## config.mk

```make
export PLATFORM = sky130hd
export DESIGN_NAME = mem_port_arbiter
export DESIGN_NICKNAME = d
export VERILOG_FILES = /design/src/rtl/mem_port_arbiter.sv
export SDC_FILE = /design/constraint.sdc
export NUM_CORES = 1
export LEC_CHECK = 0
export ABC_AREA = 1
export BUFFER_PORTS_ARGS = -buffer_cell sky130_fd_sc_hd__buf_2
export CORE_AREA = 4 4 105 107
export DETAILED_ROUTE_END_ITERATION = 10
export DIE_AREA = 0 0 109 111
export PLACE_DENSITY = 0.85
export SETUP_SLACK_MARGIN = 0.2
export SLEW_MARGIN = 20
export SYNTH_ARGS = -nofsm -noshare
export SYNTH_HDL_FRONTEND = slang
export SYNTH_SLANG_ARGS = --single-unit
```

## constraint.sdc

```tcl
create_clock -name clk -period 2.8 [get_ports clk]
set_clock_uncertainty 0.2 [all_clocks]
set_input_delay 0.14 -clock clk [delete_from_list [all_inputs] [get_ports clk]]
set_output_delay 0.14 -clock clk [all_outputs]
set_load 0.01 [all_outputs]
```

## src/rtl/mem_port_arbiter.sv

```systemverilog
// Shares one single-ported memory between fetch and data ports; one transaction in flight, data first with fetch starvation bound.
// Grant takes one IDLE cycle, response strobes combinationally with mem_ack; requesters hold req until their valid (no other backpressure).
module mem_port_arbiter #(
  parameter int unsigned ADDR_W       = 32,
  parameter int unsigned DATA_W       = 32,
  parameter int unsigned STARVE_LIMIT = 4
) (
  input  logic              clk,
  input  logic              rst,
  input  logic              i_req,
  input  logic [ADDR_W-1:0] i_addr,
  output logic              i_valid,
  output logic [DATA_W-1:0] i_rdata,
  input  logic              d_req,
  input  logic              d_we_re,
  input  logic [3:0]        d_mask,
  input  logic [ADDR_W-1:0] d_addr,
  input  logic [DATA_W-1:0] d_wdata,
  output logic              d_valid,
  output logic [DATA_W-1:0] d_rdata,
  output logic              mem_req,
  output logic              mem_we_re,
  output logic [3:0]        mem_mask,
  output logic [ADDR_W-1:0] mem_addr,
  output logic [DATA_W-1:0] mem_wdata,
  input  logic              mem_ack,
  input  logic [DATA_W-1:0] mem_rdata,
  output logic              busy_fetch
);

  localparam int unsigned CNT_W = (STARVE_LIMIT < 1) ? 1 : $clog2(STARVE_LIMIT + 1);
  localparam logic [CNT_W-1:0] LIMIT = CNT_W'(STARVE_LIMIT);

  typedef enum logic [1:0] {
    IDLE   = 2'd0,
    BUSY_I = 2'd1,
    BUSY_D = 2'd2
  } state_t;

  state_t              state_q;
  logic [CNT_W-1:0]    starve_cnt_q;
  logic [CNT_W-1:0]    starve_cnt_d;
  logic                mem_req_q;
  logic                mem_we_re_q;
  logic [3:0]          mem_mask_q;
  logic [ADDR_W-1:0]   mem_addr_q;
  logic [DATA_W-1:0]   mem_wdata_q;

  logic starve_ok;
  logic d_grant;
  logic i_grant;

  // A limit of zero disables fairness entirely: data always wins.
  assign starve_ok = (STARVE_LIMIT == 0) || (starve_cnt_q < LIMIT);
  assign d_grant   = (state_q == IDLE) && d_req && (!i_req || starve_ok);
  assign i_grant   = (state_q == IDLE) && i_req && !d_grant;

  always_comb begin
    starve_cnt_d = starve_cnt_q;
    if (d_grant) begin
      if (i_req) begin
        starve_cnt_d = (starve_cnt_q == LIMIT) ? starve_cnt_q : starve_cnt_q + 1'b1;
      end else begin
        starve_cnt_d = '0;
      end
    end else if (i_grant) begin
      starve_cnt_d = '0;
    end
  end

  always_ff @(posedge clk or posedge rst) begin
    if (rst) begin
      state_q      <= IDLE;
      starve_cnt_q <= '0;
      mem_req_q    <= 1'b0;
      mem_we_re_q  <= 1'b0;
      mem_mask_q   <= 4'h0;
      mem_addr_q   <= '0;
      mem_wdata_q  <= '0;
    end else begin
      starve_cnt_q <= starve_cnt_d;
      case (state_q)
        IDLE: begin
          if (d_grant) begin
            state_q     <= BUSY_D;
            mem_req_q   <= 1'b1;
            mem_we_re_q <= d_we_re;
            mem_mask_q  <= d_mask;
            mem_addr_q  <= d_addr;
            mem_wdata_q <= d_wdata;
          end else if (i_grant) begin
            state_q     <= BUSY_I;
            mem_req_q   <= 1'b1;
            mem_we_re_q <= 1'b0;
            mem_mask_q  <= 4'hF;
            mem_addr_q  <= i_addr;
            mem_wdata_q <= '0;
          end
        end
        BUSY_I, BUSY_D: begin
          // Address/data registers keep their last value after completion.
          if (mem_ack) begin
            state_q   <= IDLE;
            mem_req_q <= 1'b0;
          end
        end
        default: begin
          state_q   <= IDLE;
          mem_req_q <= 1'b0;
        end
      endcase
    end
  end

  assign mem_req    = mem_req_q;
  assign mem_we_re  = mem_we_re_q;
  assign mem_mask   = mem_mask_q;
  assign mem_addr   = mem_addr_q;
  assign mem_wdata  = mem_wdata_q;
  assign busy_fetch = (state_q == BUSY_I);

  // Acks outside a transaction never reach either requester.
  assign i_valid = (state_q == BUSY_I) && mem_ack;
  assign d_valid = (state_q == BUSY_D) && mem_ack;
  assign i_rdata = i_valid ? mem_rdata : '0;
  assign d_rdata = d_valid ? mem_rdata : '0;

endmodule

```

==> flow_summary.toml <==
[floorplanning]
die_area_um2 = 12100
io_pins = 275
fp.coreArea_um2 = 10100
die_height_um = 111
placementRows = 37
die_w_um = 109
start_util_pct = 38.6

[drt]
ant_nets = 0
detail_route.wl_per_cell_um = 14.3
first_iter_violations = 431
wl_um = 15600
drc = 0
drt_pass1_iterations = 7
post_drt_via_cell_ratio = 4.56
vias = 4993

[critical_path]
cp_max_fo = 48
critPathCaptureType = "register"
cp.arrival_ns = 2.47
timing.rr.start = "state_q[1]"
cp.required_ns = 2.82
cp-start-kind = "register"
critPathKind = "register to register"
worstSetupStartpoint = "state_q[1]"

[power]
power.internal_mw = 3.30
ir_worst_vdd_mv = 0.453
clock_power_share_pct = 14.3
cellPowerDensity_nw_per_um2 = 863
power.share.combinational_pct = 51.7
switching_power_mw = 2.44
p_leak_nw = 4.17
p_total_mw = 5.74
swShare_pct = 42.5
seqPwrFrac_pct = 34.0

[finish]
nets = 1095
finalNonFillerCells = 1096
syn2layout_area_growth_pct = 70.1
n_fill_cell = 822
final_common_cell = "buf_2"
final_cell_mix = "274 x buf_2, 252 x nand2_1, 114 x inv_1"
drive_gt1_share_pct = 31.6
fin_util_pct = 65.6
postLayoutCellArea_um2 = 6650

[synthesis]
synth_warnings = 0
syn_nets = 725
synth_area_leaders = "dfrtp_1 48%, nand2_1 24%, inv_1 11%, nor2_1 6.2%, o21ai_0 4.3%"
synth_area_um2 = 3910
synthCells = 582
ys_types = 13
ys_seq_elements = 75
synth_top_area_share_pct = 48.0
syn_area_per_cell_um2 = 6.72
yosysSeqAreaShare_pct = 48.0
synth_top_area_cell = "dfrtp_1"

[run]
cap_violations = 0

[timing]
fin_crit_ns = 2.45
finalMaxSlewViolations = 0
finalSetupViolations = 0
max_freq_ghz = 0.408
rsz0062_at_grt = "false"
hold_viol = 0
tightest_slew_ns = 0.527
tns_ns = 0
maxSlewHeadroom_pct = 64.8
post-route-period-util_pct = 87.6

[clocking]
cts_buffer_depth = 2
cts_root_buffer = "clkbuf_8"
postCtsSetupRepairBufs = 0
cts_buffers = 9
h-tree-depth = 3
clock-sinks = 75
cts_tree = "built"
clk_pin_slew_ns = 0.08
clk_latency_ns = 0.33

[global_routing]
gr-total-overflow = 0
grt_max_degree = 73
gr-usage-all-layers_pct = 25.2
grt_pass1_wl_um = 23900
antenna_found_initial = 3
grt_pass1_vias = 5068

[placed_design]
gp_congestion = 0.847
dp_hpwl_um = 10300
port_buffers = 274
dp.cells = 974
place_area_um2 = 5410

[worst_hold_path]
hold_start = "d_req"
hold_path_class = "input pin to register"

[run_status]
status = "finished, final reports clean"
==> metal layers <==
metal | track usage, % | share of wire, % | routed length [µm]
met5 | 0 | 0 | 0
met3 | 4.43 | 8.1 | 1270
met4 | 13.4 | 4.1 | 641
met2 | 47.2 | 53 | 8350
met1 | 25.7 | 34 | 5370
==> Yosys cell counts, drive strengths merged <==
cell type	number
nand2	254
clkbuf	11
dfrtp	75
buf	16
o21ai	38
a21oi	1
inv	115
nand3	2
ha	5
nor2	65
==> cell families after synthesis <==
kind of cell               count (synthesis)  synth area share (%)
and+or+nand+nor                          321                  30.9
buffers and inverters                    142                  14.5
DFF                                       75                  48.0
AOI/OAI and AO/OA                         39                  5.08
adders and majority gates                  5                  1.60
==> timing repair <==
| item | 4_1_cts | 5_1_grt |
|---|---|---|
| hold endpoints to repair | 145 | 0 |
| gates resized for setup | 0 | 5 |
| endpoints found under the setup margin | 0 | 31 |
| hold buffers | 103 | 0 |
==> path summary, 6_finish.rpt <==
check	slack [ns]	cells after the start	end
max in group asynchronous	1.56	4	mem_addr[30]
max	0.35	9	mem_addr[30]
min reg2reg	0.27	2	mem_req
min	0.07	6	mem_req
max reg2reg	0.35	9	mem_addr[30]
min in group asynchronous	0.12	3	mem_wdata[16]
==> sequential cells by signal (all words and copies together), names as in the netlist <==
register,flops
mem_we_re,1
mem_addr,32
starve_cnt_q,3
mem_mask,4
mem_req,1
state_q,2
mem_wdata,32
==> critical path, cell delays in order, from the launching register on <==
cell and delay, ns:
dfrtp_1 0.40, inv_1 0.09, ha_1 0.26, nand2_1 0.15, a21oi_4 0.16, buf_8 0.28
nand2_1 0.08, nand2_1 0.07, dlygate4sd3_1 0.56, nand2_1 0.07
==> power by group through the flow <==
stage	Combinational (mW)	Clock [mW]	Sequential, mW
after floorplan	1.22	0	2.18
after global placement	2.48	0	1.93
after detailed placement	2.56	0	1.94
after CTS	2.91	0.844	1.94
after global routing	3.29	0.880	2.03
final	2.97	0.822	1.95
==> metrics by stage <==
| step | hold WS (ns) | setup slack (ns) |
|---|---|---|
| 2_1_floorplan | 0.0496 | 0.550 |
| 3_3_place_gp | -0.0822 | 0.884 |
| 3_5_place_dp | -0.0796 | 0.790 |
| 4_1_cts | 0.0353 | 0.239 |
| 5_1_grt | 0.0797 | 0.196 |
| 6_report | 0.0668 | 0.348 |
==> final cells by class <==
cell class	instances	area, µm²	share of cell area (%)
timing repair buffer	386	2490	37.5
antenna	4	10.0	0.150
multi-input combinational	365	1480	22.3
sequential	75	1880	28.2
tap	136	170	2.56
inverter	115	433	6.51
clock buffer	9	124	1.86
clock inverter	6	65.1	0.978
Power figures use the tool's default switching activity.
